**config.mk**
```make
export PLATFORM = sky130hd
export DESIGN_NAME = fb_shared_tapline_flat
export DESIGN_NICKNAME = d
export VERILOG_FILES = /design/src/rtl/fb_shared_tapline_if.sv /design/src/rtl/fb_shared_tapline.sv /design/src/flat_wrapper.sv
export SDC_FILE = /design/constraint.sdc
export NUM_CORES = 2
export LEC_CHECK = 0
export ABC_AREA = 1
export CAP_MARGIN = 40
export CORE_AREA = 2 2 679 681
export CTS_CLUSTER_SIZE = 28
export DETAILED_ROUTE_END_ITERATION = 8
export DIE_AREA = 0 0 681 683
export PLACE_DENSITY_LB_ADDON = 0.3
export SETUP_SLACK_MARGIN = 0.4
export SYNTH_ARGS = -nofsm -noshare
export SYNTH_HDL_FRONTEND = slang
export SYNTH_SLANG_ARGS = --single-unit
export TNS_END_PERCENT = 5
```
**constraint.sdc**
```tcl
create_clock -name clock -period 11.42 [get_ports clock]
set_input_delay 1.142 -clock clock [delete_from_list [all_inputs] [get_ports clock]]
set_output_delay 1.142 -clock clock [all_outputs]
set_load 0.005 [all_outputs]
```
**src/rtl/fb_shared_tapline_if.sv**
```systemverilog
// fb_shared_tapline_if: control, sample and tap-bus signals of the shared tap line.
// Lane width follows FB_TAPLINE_SYMFOLD_EN (DATA_W+1 with symmetric pre-add, else DATA_W).
interface fb_shared_tapline_if #(
    parameter int DATA_W = 14,
    parameter int TAPS   = 119,
    parameter int PHASES = 60,
    parameter int LANES  = 2
);
    localparam int PH_W = (PHASES > 1) ? $clog2(PHASES) : 1;
    localparam int TB_W = (TAPS > 1) ? $clog2(TAPS) : 1;
`ifdef FB_TAPLINE_SYMFOLD_EN
    localparam int LANE_W = DATA_W + 1;
`else
    localparam int LANE_W = DATA_W;
`endif

    logic                      clk_enable;
    logic                      flush;
    logic signed [DATA_W-1:0]  filter_in;
    logic [PH_W-1:0]           phase;
    logic                      shift_pulse;
    logic [TAPS*DATA_W-1:0]    taps_flat;
    logic                      tap_valid;
    logic [TB_W-1:0]           tap_base;
    logic                      tap_first;
    logic                      tap_last;
    logic [LANES*LANE_W-1:0]   tap_lanes;

    modport master (
        output clk_enable, flush, filter_in,
        input  phase, shift_pulse, taps_flat, tap_valid, tap_base,
               tap_first, tap_last, tap_lanes
    );

    modport slave (
        input  clk_enable, flush, filter_in,
        output phase, shift_pulse, taps_flat, tap_valid, tap_base,
               tap_first, tap_last, tap_lanes
    );
endinterface

```
**src/rtl/fb_shared_tapline.sv**
```systemverilog
// fb_shared_tapline: shared input delay line for the non-uniform filterbank.
// A free-running phase counter shifts one sample per frame (PHASES cycles) on a
// clock enable; taps are exposed in parallel and swept serially LANES per beat.
// Build macro FB_TAPLINE_SYMFOLD_EN: the sweep carries symmetric pre-added pairs
// line[f] + line[TAPS-1-f] (centre tap alone for odd TAPS), one bit wider.
module fb_shared_tapline #(
    parameter int DATA_W = 14,
    parameter int TAPS   = 119,
    parameter int PHASES = 60,
    parameter int LANES  = 2
) (
    input  logic               clock,
    input  logic               reset,
    fb_shared_tapline_if.slave bus
);
    localparam int PH_W = (PHASES > 1) ? $clog2(PHASES) : 1;
    localparam int TB_W = (TAPS > 1) ? $clog2(TAPS) : 1;
`ifdef FB_TAPLINE_SYMFOLD_EN
    localparam int LANE_W = DATA_W + 1;
    localparam int NFOLD  = (TAPS + 1) / 2;
    localparam int NSWEEP = (NFOLD + LANES - 1) / LANES;
`else
    localparam int LANE_W = DATA_W;
    localparam int NSWEEP = (TAPS + LANES - 1) / LANES;
`endif
    localparam int NBEAT_TAPS = NSWEEP * LANES;

    if (NSWEEP > PHASES) begin : g_bad_cfg
        $error("fb_shared_tapline: sweep needs more beats than PHASES provides");
    end

    logic signed [DATA_W-1:0] line_q [TAPS];
    logic signed [DATA_W-1:0] line_d [TAPS];
    logic [PH_W-1:0]          phase_q, phase_d;
    logic                     pulse_q, pulse_d;
    logic                     shift;

    // Sweep source values, padded to a whole number of beats.
    logic [LANE_W-1:0]        pre [NBEAT_TAPS];
    logic [TAPS*DATA_W-1:0]   taps_w;
    logic [LANES*LANE_W-1:0]  lanes_w;
    logic [TB_W-1:0]          base_w;
    logic                     hit_w, first_w, last_w, sweep_en;

    assign shift = bus.clk_enable && (phase_q == PH_W'(PHASES - 1));

    // Next-state: phase advance, shift pulse, and line shift or flush.
    always_comb begin
        // NOTE: every variable gets a default before any branch, so no path leaves a latch.
        phase_d = phase_q;
        pulse_d = pulse_q;
        line_d  = line_q;
        if (bus.clk_enable) begin
            pulse_d = shift;
            phase_d = shift ? '0 : phase_q + PH_W'(1);
        end
        if (bus.flush) begin
            for (int k = 0; k < TAPS; k++) line_d[k] = '0;
        end else if (shift) begin
            line_d[0] = bus.filter_in;
            for (int k = 1; k < TAPS; k++) line_d[k] = line_q[k-1];
        end
    end

    // State registers with synchronous reset.
    always_ff @(posedge clock) begin
        if (reset) begin
            phase_q <= '0;
            pulse_q <= 1'b0;
            // NOTE: the line is a flop array (every tap is visible in parallel), so it is reset, not left as RAM.
            for (int k = 0; k < TAPS; k++) line_q[k] <= '0;
        end else begin
            // NOTE: non-blocking assignments so every register samples pre-edge values.
            phase_q <= phase_d;
            pulse_q <= pulse_d;
            line_q  <= line_d;
        end
    end

    // Per-beat lane sources; out-of-range indices are never elaborated.
    for (genvar i = 0; i < NBEAT_TAPS; i++) begin : g_pre
`ifdef FB_TAPLINE_SYMFOLD_EN
        if (i >= NFOLD) begin : g_pad
            assign pre[i] = '0;
        end else if ((TAPS % 2 == 1) && (i == (TAPS - 1) / 2)) begin : g_centre
            assign pre[i] = {line_q[i][DATA_W-1], line_q[i]};
        end else begin : g_pair
            assign pre[i] = {line_q[i][DATA_W-1], line_q[i]}
                          + {line_q[TAPS-1-i][DATA_W-1], line_q[TAPS-1-i]};
        end
`else
        if (i >= TAPS) begin : g_pad
            assign pre[i] = '0;
        end else begin : g_tap
            assign pre[i] = line_q[i];
        end
`endif
    end

    // Parallel view of the delay line, tap 0 in the low bits.
    always_comb begin
        taps_w = '0;
        for (int k = 0; k < TAPS; k++) taps_w[k*DATA_W +: DATA_W] = line_q[k];
    end

    assign sweep_en = bus.clk_enable & ~reset;

    // Serial sweep: pick the beat addressed by the phase; everything is zero when idle.
    always_comb begin
        hit_w   = 1'b0;
        first_w = 1'b0;
        last_w  = 1'b0;
        base_w  = '0;
        lanes_w = '0;
        if (sweep_en) begin
            for (int b = 0; b < NSWEEP; b++) begin
                if (phase_q == PH_W'(b)) begin
                    hit_w   = 1'b1;
                    first_w = (b == 0);
                    last_w  = (b == NSWEEP - 1);
                    base_w  = TB_W'(b * LANES);
                    for (int j = 0; j < LANES; j++) begin
                        lanes_w[j*LANE_W +: LANE_W] = pre[b*LANES + j];
                    end
                end
            end
        end
    end

    assign bus.phase       = phase_q;
    assign bus.shift_pulse = pulse_q;
    assign bus.taps_flat   = taps_w;
    assign bus.tap_valid   = hit_w;
    assign bus.tap_base    = base_w;
    assign bus.tap_first   = first_w;
    assign bus.tap_last    = last_w;
    assign bus.tap_lanes   = lanes_w;
endmodule
```
**src/flat_wrapper.sv**
```systemverilog
// flat-port wrapper written by rule: the top's interface ports become plain ports
module fb_shared_tapline_flat 
#(
    parameter int DATA_W = 14,
    parameter int TAPS   = 119,
    parameter int PHASES = 60,
    parameter int LANES  = 2
)
  (clock, reset, bus_clk_enable, bus_flush, bus_filter_in, bus_phase, bus_shift_pulse, bus_taps_flat, bus_tap_valid, bus_tap_base, bus_tap_first, bus_tap_last, bus_tap_lanes);
  fb_shared_tapline_if #(.DATA_W(DATA_W), .TAPS(TAPS), .PHASES(PHASES), .LANES(LANES)) bus_i ();
  input  logic clock;
  input  logic reset;
  input wire logic [$bits(bus_i.clk_enable)-1:0] bus_clk_enable;
  input wire logic [$bits(bus_i.flush)-1:0] bus_flush;
  input wire logic [$bits(bus_i.filter_in)-1:0] bus_filter_in;
  output wire logic [$bits(bus_i.phase)-1:0] bus_phase;
  output wire logic [$bits(bus_i.shift_pulse)-1:0] bus_shift_pulse;
  output wire logic [$bits(bus_i.taps_flat)-1:0] bus_taps_flat;
  output wire logic [$bits(bus_i.tap_valid)-1:0] bus_tap_valid;
  output wire logic [$bits(bus_i.tap_base)-1:0] bus_tap_base;
  output wire logic [$bits(bus_i.tap_first)-1:0] bus_tap_first;
  output wire logic [$bits(bus_i.tap_last)-1:0] bus_tap_last;
  output wire logic [$bits(bus_i.tap_lanes)-1:0] bus_tap_lanes;
  assign bus_i.clk_enable = bus_clk_enable;
  assign bus_i.flush = bus_flush;
  assign bus_i.filter_in = bus_filter_in;
  assign bus_phase = bus_i.phase;
  assign bus_shift_pulse = bus_i.shift_pulse;
  assign bus_taps_flat = bus_i.taps_flat;
  assign bus_tap_valid = bus_i.tap_valid;
  assign bus_tap_base = bus_i.tap_base;
  assign bus_tap_first = bus_i.tap_first;
  assign bus_tap_last = bus_i.tap_last;
  assign bus_tap_lanes = bus_i.tap_lanes;
  fb_shared_tapline #(.DATA_W(DATA_W), .TAPS(TAPS), .PHASES(PHASES), .LANES(LANES)) u_core (.clock(clock), .reset(reset), .bus(bus_i));
endmodule
```
==> impl_summary.txt <==
----------------------------------------------------
[Drt]
  Highest Signal Layer ... met5
  Total wire length after detailed routing ... 604000 um
  Number of remaining DRC errors ... 0
  Routed wl met3 ... 58700 um
  Remaining antenna violation count ... 0
  DRC marker count from the first detailed-route iteration ... 11.9k
  Routed wire length on met2 ... approximately 270000 um
  Via count of the routed design ... 89.3k
  Drt via density ... 4.62
  Total routed wire length on the met1 layer ... 241000 um
  Initial DRT Pass Iterations ... 6
  Average detailed-routed wire length per instance ... 31.2 um

[Synthesis]
  Sequential-to-total area share from yosys stat ... 0.445
  EDFF count, synth ... 0
  Synth Register Bits ... roughly 1.7k
  Synth Warn # ... 0
  Share of flip-flops with an asynchronous set or reset after synthesis ... 0
  Commonest register cell after synthesis ... sky130_fd_sc_hd__dfxtp_1
  Post-synthesis cell count ... ~12k
  Synthesized Nets ... 11.6k
  Post-synth design cell area ... 75200 sq um
  Mean Syn Cell Area ... between 6 and 7 sq um
  Count of different cell masters after synthesis ... 46

[Timing]
  RSZ-0062 raised after global routing ... true
  Max Fclk ... 0.0918 GHz
  Final worst clock skew ... 77.5 ps
  Post-layout min period ... 10890 ps
  Worst rel slew slack ... 0.202
  Worst Tran Pin Value ... 1200 ps
  Setup Viol. Count Final ... 0
  Number of max-slew violations in the final report ... 0
  Final worst path period share ... 0.954
  Total negative setup slack ... 0 ps
  Hold Fails Final Rpt ... 0

[Floorplanning]
  Floorplan die height ... 683 um
  Placement row count ... roughly 250
  Starting Density ... 0.164
  Number of placed I/O pins ... 1729
  Floorplan Core Area ... between 400000 and 500000 sq um
  Die area ... 465000 sq um
  Die outline width ... between 600 and 700 um

[Setup path]
  Count of buffering cells on the critical path with inverters included ... 3
  Type of the worst setup path ... register to primary output
  Delay of the slowest cell on the worst path ... 520 ps
  Data required time at the worst endpoint ... 10280 ps
  Worst Setup End Kind ... primary output
  CP Data Arrival Time ... 9750 ps
  Critical path's slowest cell ... sky130_fd_sc_hd__clkdlybuf4s50_1
  CP top delay family ... simple AND/OR/NAND/NOR gates
  Type of element launching the critical path ... register
  Cell with the most instances on the worst path ... sky130_fd_sc_hd__nand2_1
  Critical-path maximum fanout ... 19

[Outcome]
  Outcome ... finished, final reports clean

[Layout]
  Net count of the finished layout ... 13.0k
  Top library cells by usage in the layout, fill and taps aside ... sky130_fd_sc_hd__nand2_1 (5305), sky130_fd_sc_hd__a21oi_1 (2015), sky130_fd_sc_hd__clkdlybuf4s50_1 (1725)
  Leading cell type in the layout, fill and taps excluded ... sky130_fd_sc_hd__nand2_1
  Layout area overhead ... 42.8%
  Fraction of layout instances using a drive strength above 1 ... 0.0560

[Global route]
  Total congestion overflow ... 0
  Via count of the first global-routing pass ... 80.5k
  Overall track demand over capacity in global routing ... 0.245
  Initial antenna violation count ... 28
  Pin count of the biggest net entering global routing ... 209
  Global-route wire length before repair ... 783000 um

[Clock tree]
  Clock tree from TritonCTS ... done
  Max clock buf depth ... 4
  Clock input transition at the sequential cells of the worst setup and hold paths ... 60 ps
  Sinks on the clock net ... 1673
  Deepest level of the CTS H-tree ... 4
  Cts-stage hold buffer count ... 0
  TritonCTS Buffers ... about 220
  Clock network latency to the later pin of the worst-skew pair ... 1010 ps
  Cell at the root of the clock tree ... sky130_fd_sc_hd__clkbuf_16

[Pwr]
  Worst vdd rail ir drop ... 0.125 mV
  Overall power consumption ... ~0.014 W
  Power density normalized to cell area ... around 130 nW/um^2
  Static leakage ... around 37 nW

[Flow run]
  Max-cap violations ... 0

[Place]
  Final weighted congestion in routability-driven placement ... 0.960
  DP HPWL ... 475000 um
  Number of buffer cells added on primary ports ... between 1.5k and 2k

[Hold path]
  Class of the tightest hold or removal check ... register to register

----------------------------------------------------
## synthesized netlist by cell type (21+ instances only)
cell,count,share of area
sky130_fd_sc_hd__clkbuf_1,733,0.037
sky130_fd_sc_hd__o22ai_1,21,0.0017
sky130_fd_sc_hd__buf_1,23,0.0011
sky130_fd_sc_hd__inv_1,246,0.012
sky130_fd_sc_hd__buf_2,52,0.0035
sky130_fd_sc_hd__nor2_1,638,0.032
sky130_fd_sc_hd__nand2_1,5310,0.27
sky130_fd_sc_hd__nor3_1,260,0.017
sky130_fd_sc_hd__clkinv_1,26,0.0013
sky130_fd_sc_hd__nand3_1,81,0.0054
sky130_fd_sc_hd__a31oi_1,27,0.0022
sky130_fd_sc_hd__a211oi_1,29,0.0029
sky130_fd_sc_hd__o21ai_1,39,0.0026
sky130_fd_sc_hd__o211ai_1,26,0.0026
sky130_fd_sc_hd__dfxtp_1,1673,0.45
sky130_fd_sc_hd__o21ai_0,260,0.017
sky130_fd_sc_hd__a21oi_1,2016,0.13
## path summary, 6_finish.rpt
path	from	endpoint	slack [ps]	cells after the start
min reg2reg	u_core.bus.taps_flat[878]	u_core.bus.taps_flat[892]	470	2
min	u_core.bus.taps_flat[878]	u_core.bus.taps_flat[892]	470	2
max	u_core.bus.phase[1]	bus_tap_lanes[10]	530	52
max reg2reg	u_core.bus.phase[3]	u_core.bus.taps_flat[135]	6180	14
## tightest hold or removal path: stages, from the launching register on
cell and delay, ps:
sky130_fd_sc_hd__dfxtp_1 340, sky130_fd_sc_hd__nand2_1 80, sky130_fd_sc_hd__a21oi_1 60
## layer usage
metal,vias to the layer above,GRT usage
met4,10,0.135
met1,43700,0.308
met5,-,0
met2,4804,0.377
met3,813,0.0694
li1,40000,-
## report_power, final
| part | internal, W | switching, W |
|---|---|---|
| Sequential | 0.00584 | 0.00000116 |
| Clock | 0.00428 | 0.00311 |
| Combinational | 0.000139 | 0.000625 |
## per-stage QoR
stage | instance area, sq um | setup slack [ps] | hold slack (ps) | cells | util
6_report | 107000 | 529 | 468 | 19300 | 0.234
3_5_place_dp | 99900 | 1140 | 470 | 18900 | 0.218
2_1_floorplan | 75200 | 6390 | 455 | 11600 | -
3_3_place_gp | 99000 | 1140 | 461 | 18900 | 0.216
4_1_cts | 107000 | 529 | 448 | 19300 | 0.234
5_1_grt | 107000 | 296 | 491 | 19300 | 0.234
## what timing repair did
item,CTS,global route
setup endpoints to repair,2,10
pin swaps,0,0
setup buffers,0,0
gates resized for setup,5,5
## final cells by class
cell class	count	area, sq um
antenna	10	25.0
clock buffer	321	6330
clock inverter	72	1100
fill	51300	351000
inverter	288	1090
multi-input combinational	8820	37500
sequential	1673	33500
tap	6149	7690
timing repair buffer	1993	20100
## state kept, by name (all words and copies together) (netlist names)
name                    cells
u_core.bus.shift_pulse      1
u_core.bus.taps_flat     1666
u_core.bus.phase            6
## logic make-up (layout without fill, tap and decap cells)
group                    after synthesis  count (layout)  share of synthesized area
AO/OA/AOI/OAI                       2468            2468                      0.170
XOR/XNOR                               1               1                   0.000116
adder cells (fa/ha/maj)                4               4                   0.000666
buffers and inverters               1121            2674                     0.0584
flip-flops                          1673            1673                      0.445
other                                  1              11                  0.0000499
AND/OR/NAND/NOR                     6346            6346                      0.326
(Power assumes the default switching activity.)
